==> config.mk <==
export PLATFORM = sky130hd
export DESIGN_NAME = dma_channel_sched
export DESIGN_NICKNAME = d
export VERILOG_FILES = /design/src/rtl/dma_channel_sched.sv
export SDC_FILE = /design/constraint.sdc
export NUM_CORES = 1
export LEC_CHECK = 0
export ABC_CLOCK_PERIOD_IN_PS = 6200
export CAP_MARGIN = 15
export CORE_ASPECT_RATIO = 1.2
export CORE_MARGIN = 10
export CORE_UTILIZATION = 49
export DETAILED_ROUTE_END_ITERATION = 7
export HOLD_SLACK_MARGIN = 0.06
export PLACE_DENSITY = 0.87
export SLEW_MARGIN = 15
export SYNTH_ARGS = -nofsm -noshare
export SYNTH_HDL_FRONTEND = slang
export SYNTH_SLANG_ARGS = --single-unit
==> constraint.sdc <==
create_clock -name clk -period 6.2 [get_ports clk]
set_clock_uncertainty 0.15 [all_clocks]
set_input_delay 0.93 -clock clk [delete_from_list [all_inputs] [get_ports clk]]
set_output_delay 0.93 -clock clk [all_outputs]
set_load 0.05 [all_outputs]
==> src/rtl/dma_channel_sched.sv <==
// rtl/dma_channel_sched.sv - two-channel DMA burst scheduler (round-robin tie-break under DMA_SCHED_RR_EN)
module dma_channel_sched #(
    parameter int ADDR_W = 64,
    parameter int LEN_W  = 8,
    parameter int STRIDE = 8
) (
    input  logic              clk,
    input  logic              reset_L,
    input  logic              req1,
    input  logic [ADDR_W-1:0] start_addr1,
    input  logic [LEN_W-1:0]  len1,
    input  logic              req2,
    input  logic [ADDR_W-1:0] start_addr2,
    input  logic [LEN_W-1:0]  len2,
    input  logic              ready_IN,
    output logic              gnt1,
    output logic              gnt2,
    output logic              done1,
    output logic              done2,
    output logic              valid,
    output logic              End,
    output logic              act1,
    output logic              act2,
    output logic [ADDR_W-1:0] addr_COM,
    output logic              busy
);

    // S_ZERO is the grant cycle of an empty burst, so done still lands one cycle after gnt
    typedef enum logic [1:0] {S_IDLE, S_XFER, S_ZERO, S_DONE} state_t;

    state_t             state_q, state_d;
    logic               gnt1_q, gnt1_d, gnt2_q, gnt2_d;
    logic               done1_q, done1_d, done2_q, done2_d;
    logic               valid_q, valid_d, end_q, end_d;
    logic               act1_q, act1_d, act2_q, act2_d;
    logic               busy_q, busy_d;
    logic               own2_q, own2_d;
    logic [ADDR_W-1:0]  addr_q, addr_d;
    logic [LEN_W-1:0]   rem_q, rem_d;

    logic               any_req;
    logic               sel2;
    logic [ADDR_W-1:0]  sel_addr;
    logic [LEN_W-1:0]   sel_len;
    logic               accept;

`ifdef DMA_SCHED_RR_EN
    logic               prio2_q;
`endif

    // winner selection: a lone requester always wins, a tie goes to the preferred channel
    always_comb begin
        any_req = req1 | req2;
`ifdef DMA_SCHED_RR_EN
        sel2 = req2 & (~req1 | prio2_q);
`else
        sel2 = req2 & ~req1;
`endif
        sel_addr = sel2 ? start_addr2 : start_addr1;
        sel_len  = sel2 ? len2 : len1;
        accept   = valid_q & ready_IN;
    end

    // state register and all registered outputs/datapath
    always_ff @(posedge clk) begin
        if (!reset_L) begin
            state_q <= S_IDLE;
            gnt1_q  <= 1'b0;
            gnt2_q  <= 1'b0;
            done1_q <= 1'b0;
            done2_q <= 1'b0;
            valid_q <= 1'b0;
            end_q   <= 1'b0;
            act1_q  <= 1'b0;
            act2_q  <= 1'b0;
            busy_q  <= 1'b0;
            own2_q  <= 1'b0;
            addr_q  <= '0;
            rem_q   <= '0;
`ifdef DMA_SCHED_RR_EN
            prio2_q <= 1'b0;
`endif
        end else begin
            state_q <= state_d;
            gnt1_q  <= gnt1_d;
            gnt2_q  <= gnt2_d;
            done1_q <= done1_d;
            done2_q <= done2_d;
            valid_q <= valid_d;
            end_q   <= end_d;
            act1_q  <= act1_d;
            act2_q  <= act2_d;
            busy_q  <= busy_d;
            own2_q  <= own2_d;
            addr_q  <= addr_d;
            rem_q   <= rem_d;
`ifdef DMA_SCHED_RR_EN
            // the channel just served loses the next tie (empty bursts count too)
            if (state_q == S_DONE) begin
                prio2_q <= ~own2_q;
            end
`endif
        end
    end

    // next-state sequencing of one burst at a time
    always_comb begin
        state_d = state_q;
        case (state_q)
            S_IDLE: if (any_req) state_d = (sel_len == '0) ? S_ZERO : S_XFER;
            S_XFER: if (accept && end_q) state_d = S_DONE;
            S_ZERO: state_d = S_DONE;
            S_DONE: state_d = S_IDLE;
            default: state_d = S_IDLE;
        endcase
    end

    // next values of registered outputs; beat fields hold while ready_IN is low
    always_comb begin
        gnt1_d  = 1'b0;
        gnt2_d  = 1'b0;
        done1_d = 1'b0;
        done2_d = 1'b0;
        valid_d = valid_q;
        end_d   = end_q;
        act1_d  = act1_q;
        act2_d  = act2_q;
        own2_d  = own2_q;
        addr_d  = addr_q;
        rem_d   = rem_q;
        busy_d  = (state_d != S_IDLE);
        case (state_q)
            S_IDLE: begin
                if (any_req) begin
                    own2_d  = sel2;
                    gnt1_d  = ~sel2;
                    gnt2_d  = sel2;
                    addr_d  = sel_addr;
                    rem_d   = sel_len;
                    valid_d = (sel_len != '0);
                    end_d   = (sel_len == LEN_W'(1));
                    act1_d  = ~sel2 & (sel_len != '0);
                    act2_d  = sel2 & (sel_len != '0);
                end
            end
            S_XFER: begin
                if (accept) begin
                    if (end_q) begin
                        valid_d = 1'b0;
                        end_d   = 1'b0;
                        act1_d  = 1'b0;
                        act2_d  = 1'b0;
                        done1_d = ~own2_q;
                        done2_d = own2_q;
                    end else begin
                        addr_d = addr_q + ADDR_W'(STRIDE);
                        rem_d  = rem_q - LEN_W'(1);
                        end_d  = (rem_q == LEN_W'(2));
                    end
                end
            end
            S_ZERO: begin
                done1_d = ~own2_q;
                done2_d = own2_q;
            end
            default: begin
            end
        endcase
    end

    assign gnt1     = gnt1_q;
    assign gnt2     = gnt2_q;
    assign done1    = done1_q;
    assign done2    = done2_q;
    assign valid    = valid_q;
    assign End      = end_q;
    assign act1     = act1_q;
    assign act2     = act2_q;
    assign addr_COM = addr_q;
    assign busy     = busy_q;

endmodule

==> results_dict.tcl <==
set metrics [dict create \
    arrival_ns 3.70 \
    syn_inst 881 \
    netlist_area_mm2 0.00603 \
    cpMostUsedCell "o21ai_0" \
    reg2reg_depth 7 \
    wl_um 23600 \
    ir_drop_v 0.000447 \
    pwr-share-seq 0.260 \
    power_frac_comb 0.609 \
    postCtsResizedCells 0 \
    fin_total_pwr_w 0.00422 \
    critPathLaunchType "input port" \
    synth_ff_type "dfxtp_1" \
    start_util 0.500 \
    endpoint "busy" \
    drive_gt1_frac 0.0337 \
    cp-end-kind "flop" \
    grt_pass1_vias 7359 \
    setup_viol 0 \
    cts.sinks 84 \
    ios 222 \
    grt_use_total 0.264 \
    place_hpwl_um 17200 \
    pre_cts_ws_ns 2.22 \
    path_depth 7 \
    slew_headroom 0.265 \
    dieWidth_um 121 \
    pwr-share-clk 0.131 \
    min_path_type "reg2reg" \
    p_sw_w 0.00225 \
    drt_iter0_drc 771 \
    crit_type "in2reg" \
    critPathTopFamily "simple AND/OR/NAND/NOR gates" \
    syn_avg_cell_area_um2 6.84 \
    cts.path.max_buffers 2 \
    status "finished, final reports clean" \
    num_vias 7635 \
    io_buffer_count 221 \
    diodes 0 \
    fp.dieH_um 142 \
    grt_pass1_wl_um 37700 \
    fillers 986 \
    ant_nets 0 \
    dieArea_mm2 0.0172 \
    cts_root_buf "clkbuf_16" \
    hold_ws_ns 0.306 \
    dp.cells 1212 \
    r2r_start "state_q[1]" \
    power.leakage_nw 3.12 \
    post_cts_buffers 0 \
    row_count 44 \
    avgRoutedWirePerCell_um 19.2 \
    grt.overflow.total 0 \
    syn_to_final_growth_pct 42.7 \
    h-tree-depth 3 \
    fin_nets 1218 \
    setup_ws_ns 2.57 \
    cts-hold-fix-buffers 0 \
    placeableCoreArea_mm2 0.0121 \
    r2r_end "addr_COM[62]" \
    cp_cell_sequence "clkdlybuf4s50_1, nor2b_4, mux2i_1, o21ai_0, nor2_1, o21ai_0, or2_2" \
    worst_pin_slew_ns 1.10 \
    synth_most_common_cell "nand2_1" \
    slowest_stage "nor2b_4" \
    finalHoldViolCount 0 \
    rsz0062_at_grt "no" \
    worstPathMaxFanout 47 \
    period_share 0.585 \
    ys_types 57 \
    p_sw_frac 0.533 \
    min_period_ns 3.63 \
    async_flop_share 0 \
    finalSetupTns_ns 0 \
    synth-seq-area-share 0.279 \
    drc 0 \
    synth_area_leaders "dfxtp_1, nand2_1, a21oi_1" \
    drtPass1Iterations 6 \
    vias_per_cell 6.22 \
    fmax_mhz 276 \
    synth_edf_count 0 \
    slew_viol_final 0 \
    area.sequential_mm2 0.00168 \
    cts.clk_slew.worst_paths_ns 0.06 \
    yosys-top-cells-count "nand2_1, a21oi_1, dfxtp_1" \
    gp_congestion 0.939 \
    critPathLaunch "req2" \
    grt_max_degree 99 \
    cts_buffers 9 \
    maxCapViolations 0 \
    reg2reg_setup_slack_ns 2.78 \
    cp_data_required_time_ns 6.28 \
    path_buf_inv 1 \
    final_cells 1228 \
    yosysWarnings 0 \
    cp_slowest_stage_delay_ns 0.95 \
    multi_input_area_mm2 0.00407 \
    power.internal_w 0.00197 \
    clk_latency_ns 0.34 \
    grt_antenna_before_repair 0 \
    synth_top_area_share 0.279 \
    ys_ff_latch 84 \
    cts_tree "built" \
    synth_top_cell_by_area "dfxtp_1" \
    p_per_area_mw_per_mm2 490 \
    syn-num-nets 1037 \
]
area by class of cell:
class,instances,area share
clock buffer,15,0.0311
clock inverter,1,0.00349
multi-input combinational,717,0.473
sequential,84,0.195
inverter,21,0.00916
timing repair buffer,229,0.264
tap,161,0.0234
worst min path at each step:
stage,depth (start not counted),slack (ns),start,to
3_5_place_dp,1,0.29,own2_q,done1
2_1_floorplan,1,0.26,own2_q,done1
4_1_cts,1,0.31,own2_q,done1
3_3_place_gp,2,0.29,own2_q,done2
6_report,1,0.31,own2_q,done1
5_1_grt,1,0.32,own2_q,done1
stage by stage:
step	util	area, um^2
after floorplan	-	6030
after global placement	0.689	8310
after detailed placement	0.689	8310
after CTS	0.714	8610
after global routing	0.714	8610
final	0.714	8610
cells in the final DEF (no fill, tap or decap), types with 6 or more instances in the layout:
master             n
clkdlybuf4s50_1  221
o22ai_1           11
or4_1             16
nand4_1           20
and2_1             9
a21oi_1           92
buf_4              8
a22oi_1            6
nor2_1            66
mux2i_1           31
o311ai_0           6
o21a_1             6
nand2_1          156
o21ai_0           50
inv_1             21
ha_1               6
nor4_1            19
clkbuf_16          9
or3_1              8
o31ai_1           16
a31oi_1           20
and3_1            20
nor3_1            36
nand3_1           45
and4_1             7
o211ai_1           9
dfxtp_1           84
flip-flops by register name (all words and copies together) (netlist names):
register  cells
gnt2          1
valid         1
done1         1
rem_q         8
act1          1
gnt1          1
act2          1
own2_q        1
done2         1
End           1
addr_COM     64
busy          1
state_q       2
logic make-up (layout without fill, tap and decap cells):
group                    count (synthesis)  after routing  synth area share
flip-flops                              84             84             0.279
multiplexers                            32             32            0.0533
adder cells (fa/ha/maj)                  7              7            0.0145
AND/OR/NAND/NOR                        427            427             0.348
buffers and inverters                   80            266            0.0500
AO/OA/AOI/OAI                          251            251             0.255
routing by layer:
layer / part of all wire / track usage / vias to the layer above
met5: 0 / 0 / -
met4: 0.037 / 0.126 / 0
met3: 0.094 / 0.0619 / 69
li1: - / - / 3623
met1: 0.39 / 0.309 / 3498
met2: 0.48 / 0.443 / 445
power by group through the flow:
stage	registers (W)	logic [W]	clock network, W
2_1_floorplan	0.00166	0.00109	0
3_3_place_gp	0.00109	0.00250	0
3_5_place_dp	0.00109	0.00254	0
4_1_cts	0.00108	0.00255	0.000550
5_1_grt	0.00113	0.00275	0.000577
6_report	0.00110	0.00257	0.000551
No activity file was read; power rests on OpenSTA's default activity.
==> RTL edit 1: new RTL, config.mk and constraints unchanged <==
Add a define of `DMA_SCHED_RR_EN`.
--- a/src/rtl/dma_channel_sched.sv
+++ b/src/rtl/dma_channel_sched.sv
@@ -1,3 +1,5 @@
 // rtl/dma_channel_sched.sv - two-channel DMA burst scheduler (round-robin tie-break under DMA_SCHED_RR_EN)
+`define DMA_SCHED_RR_EN
+
 module dma_channel_sched #(
     parameter int ADDR_W = 64,
Behaviour: not the same (a bounded check fails within 10 cycles, from zero or initial values and one cycle with reset_L low).
==> RTL edit 1 against the unedited design <==
Non-clock buffer count down 1. Final area down 0.36%. Hold slack better by 0.0072 ns. Synthesized area down 0.46%. Routed wire length up 1.8%. Sequential cell count up 1. Worst setup slack worse by 0.087 ns. Critical path type is now flop to flop. Critical endpoint is now addr_COM[43]. Highest routed layer unchanged.
Power is not compared: it rests on default switching activity, and its combinational part moved more than twofold at a synthesized area within 25%.
==> RTL edit 1: results (changes against the unedited design) <==
max reg flops=64 (unchanged); area of the multi-input gates=4000 um2 (-1.9%); post-synthesis cell type count=58 (+1.8%); Seq/total area=19.8% (+0.30 points); clk_buf instances=9 (-6); post-CTS setup buffer count=0 (unchanged); YS warnings=0 (unchanged); number of fill cells=963 (-2.3%); share of layout cells above drive strength 1=3.60% (+0.22 points); # diodes=1 (+1); Adder-Cell Fraction of Synth Area=1.46% (+0.0067 points); CTS max path bufs=2 (unchanged); cts bufs inserted=9 (unchanged); count of non-CTS inverters in the layout=18 (-14%); Commonest cells post-synth=nand2_1, a21oi_1, dfxtp_1; vias per cell=6.23 (+0.16%); First-pass DRT Iterations=5 (-1); Clock-cell share=4.04% (+0.58 points); Root Driver=clkbuf_16; H-tree depth=3 (unchanged); gp weighted congestion=1.00 (+6.9%); dpl cell area=8230 um2 (-0.99%); hold crit path type=flop to flop; initial DRC count=852 (+11%); Worst-Margin Slew=0.966 ns (-0.133 ns); cts repair resizes=0 (unchanged); die footprint=17100 um2 (-0.39%); crit-path max FO=54 (+15%); Synth Area in Compound Gates=27.5% (+2.0 points); initial antenna violation count=1 (+1); I/O Buffers=221 (unchanged); first-pass GRT wire length=37600 um (-0.16%); status=completed; Synth Instances=874 (-0.79%); register area share after synthesis=28.4% (+0.46 points); Final Max Slew Viols=0 (unchanged); HPWL after detailed placement=17200 um (+0.36%); non-clock buffer count=228 (-0.44%); worst-skew pair later-pin latency=0.34 ns (about the same); Worst Path Arrival=3.83 ns (+0.13 ns); largest net degree at the start of global routing=76 (-23%); buffering overhead=26.4% (-0.050 points); syn nets=1030 (-0.68%); peak supply drop=~170 uV; post-synthesis mux area share=5.00% (-0.33 points); top cells by area, synth=dfxtp_1, nand2_1, a21oi_1; vias in the first global route=7386 (+0.37%); Total GRT Usage=26.7% (+0.23 points); routed wire length=24100 um (+1.8%); routed len/inst=19.7 um (+2.6%); FFs w/ async S/R, synth=0% (unchanged); Post-Synth XOR/XNOR Area=0% (unchanged); Multi-In Gates=709 (-1.1%); clock-pin slew on the worst setup and hold paths=0.07 ns; Leakage Power=around 3.2 nW; Seq cells=85 (+1.2%)
[RTL edit 1: per-layer routing]
metal  global-route usage (%)  wire length [um]  part of all wire, %  up-vias
met5                        0                 0                    0        -
met4                     13.0               930                  3.9        0
met3                     7.11              2450                   10       74
met2                     43.3             11300                   47      464
met1                     31.6              9390                   39     3468
li1                         -                 -                    -     3579
[RTL edit 1: cell families after synthesis]
kind of cell	Yosys count
and+or+nand+nor	398
AOI/OAI and AO/OA	274
DFF	85
buffers and inverters	80
muxes	30
adders and majority gates	7
[RTL edit 1: stage by stage]
stage | utilization [%] | power [mW] | worst slack [ns]
6_report | 71.1 | 2.31 | 2.49
3_3_place_gp | 68.2 | 1.65 | 2.60
3_5_place_dp | 68.2 | 1.67 | 2.46
5_1_grt | 71.1 | 2.41 | 2.37
2_1_floorplan | - | 1.31 | 3.44
4_1_cts | 71.1 | 2.30 | 2.62
[RTL edit 1: final timing paths]
| path | startpoint | to | slack [ns] | depth (start not counted) |
|---|---|---|---|---|
| worst max-delay path | state_q[1] | addr_COM[43] | 2.49 | 7 |
| worst min-delay path | act2 | act2 | 0.31 | 2 |
| worst max register to register | state_q[1] | addr_COM[43] | 2.49 | 7 |
| worst min register to register | act2 | act2 | 0.31 | 2 |
[RTL edit 1: worst max-delay path, cell delays in order (launching register included)]
cell	delay, ns
dfxtp_1	0.37
inv_1	0.13
ha_4	0.53
clkinv_1	0.68
nor2_1	0.43
nand4_1	0.44
or4_1	0.69
a31oi_1	0.19
[RTL edit 1: power by group]
part           leakage, nW  internal, mW  switching [mW]
clock network        0.170         0.397           0.243
logic                 2.32         0.345           0.583
registers            0.699         0.626           0.118
==> RTL edit 2: new RTL, same flow settings <==
Without the edit above. Make the reset (`reset_L`) asynchronous in one clocked block.
--- a/src/rtl/dma_channel_sched.sv
+++ b/src/rtl/dma_channel_sched.sv
@@ -63,5 +63,5 @@
 
     // state register and all registered outputs/datapath
-    always_ff @(posedge clk) begin
+    always_ff @(posedge clk or negedge reset_L) begin
         if (!reset_L) begin
             state_q <= S_IDLE;
Formal check against the unedited RTL: differs if reset_L is asserted again (counterexample within 4 cycles, from zero or initial values and one cycle with reset_L low); with reset_L held inactive, the same outputs for 4 cycles.
==> RTL edit 2 against the unedited design <==
Synthesized area is 4.3% higher. Critical path type is now flop to flop. Sequential cell count unchanged. Synthesized cell count shrank 5.2%. Cell count shrank 3.4%. Largest cell class unchanged. Worst setup slack improved by 0.069 ns. Sequential share of layout area grew 4.0 points. Final area rose by 3.7%. Routed wire length is 5.2% higher.
Power is left out: it rests on default switching activity, and per cell area and clock period it moved more than threefold.
==> RTL edit 2: results (changes against the unedited design) <==
status=completed; met2 Use GR=44.7% (+0.32 points); max reg flops=64 (unchanged); Hold Path End=done1; Commonest cells post-synth=nand2_1, nand3_1, dfrtp_1; slowest cell delay on critical path=0.86 ns (-0.09 ns); CP max-delay cell=ha_2; cts bufs inserted=9 (unchanged); gp weighted congestion=0.997 (+6.1%); # diodes=0 (unchanged); largest net degree at the start of global routing=99 (unchanged); R2R Setup Slk=2.64 ns (-0.14 ns); crit-path max FO=49 (+4.3%); YS warnings=0 (unchanged); vias per cell=6.31 (+1.4%); I/O Buffers=221 (unchanged); Rel. slew slack=30.2% (+3.7 points); initial antenna violation count=0 (unchanged); worst-skew pair later-pin latency=~0.35 ns; H-tree depth=3 (unchanged); post-synthesis cell type count=64 (+12%); hold path depth=1 (unchanged); First-pass DRT Iterations=6 (unchanged); FFs w/ async S/R, synth=100% (+100 points); routed wire length=24900 um (+5.2%); Root Driver=clkbuf_16; register area share after synthesis=33.4% (+5.5 points); M3 GR Usage=7.57% (+1.4 points); CTS max path bufs=2 (unchanged); vias in the first global route=7320 (-0.53%); Worst R2R Path Depth=8 (+1); FF-to-FF End=addr_COM[24]; GR Util met1=32.2% (+1.3 points); hold crit path type=flop to flop; hold_sp=own2_q; delay-heaviest family, CP=compound AO/OA/AOI/OAI gates; share of layout cells above drive strength 1=4.50% (+1.1 points); Worst R2R Start=state_q[1]; Total GRT Usage=27.5% (+1.0 points); top cells by area, synth=dfrtp_1, nand2_1, mux2i_1; first-pass GRT wire length=39000 um (+3.5%); initial DRC count=841 (+9.1%); WHS=0.312 ns (+0.00545 ns); syn nets=991 (-4.4%); post-CTS setup buffer count=0 (unchanged); clock-pin slew on the worst setup and hold paths=0.07 ns; Final nets=1173 (-3.7%); Worst Path Arrival=3.66 ns (-0.04 ns); HPWL after detailed placement=18300 um (+6.7%); dominant cell by count in the synthesized netlist=nand2_1; cts repair resizes=0 (unchanged)
-- RTL edit 2: cell type report --
| class | count | area [um2] |
|---|---|---|
| Fill cell | 1060 | 3690 |
| Clock buffer | 9 | 225 |
| Inverter | 18 | 67.6 |
| Clock inverter | 7 | 128 |
| Multi-Input combinational cell | 676 | 3940 |
| Tap cell | 164 | 205 |
| Timing Repair Buffer | 228 | 2260 |
| Sequential cell | 84 | 2100 |
-- RTL edit 2: worst max-delay path by stage --
| stage | start | to | cells past startpoint |
|---|---|---|---|
| global placement | req1 | addr_COM[24] | 7 |
| finish | state_q[1] | addr_COM[24] | 8 |
| floorplan | req1 | addr_COM[62] | 8 |
| global route | state_q[1] | addr_COM[24] | 8 |
| CTS | state_q[1] | addr_COM[24] | 8 |
| detailed placement | req2 | addr_COM[44] | 7 |
-- RTL edit 2: per-layer routing --
| metal | vias to the layer above | wire length, um |
|---|---|---|
| met5 | - | 0 |
| met4 | 0 | 1100 |
| met3 | 77 | 2390 |
| met2 | 409 | 12100 |
| met1 | 3543 | 9270 |
| li1 | 3449 | - |
-- RTL edit 2: metrics by stage --
| stage | area (um2) | utilization, % | setup slack (ns) | std cells |
|---|---|---|---|---|
| final | 8920 | 70.8 | 2.64 | 1186 |
| after CTS | 8920 | 70.8 | 2.71 | 1186 |
| after global placement | 8570 | 68.0 | 2.72 | 1170 |
| after floorplan | 6290 | - | 3.57 | 835 |
| after global routing | 8920 | 70.8 | 2.38 | 1186 |
| after detailed placement | 8570 | 68.0 | 2.65 | 1170 |
-- RTL edit 2: cell families after synthesis --
logic type / count (synthesis) / synth area share (%)
and+or+nand+nor: 438 / 33.9
AOI/OAI and AO/OA: 179 / 18.3
DFF: 84 / 33.4
buffers and inverters: 75 / 4.65
muxes: 52 / 8.31
adders and majority gates: 7 / 1.39
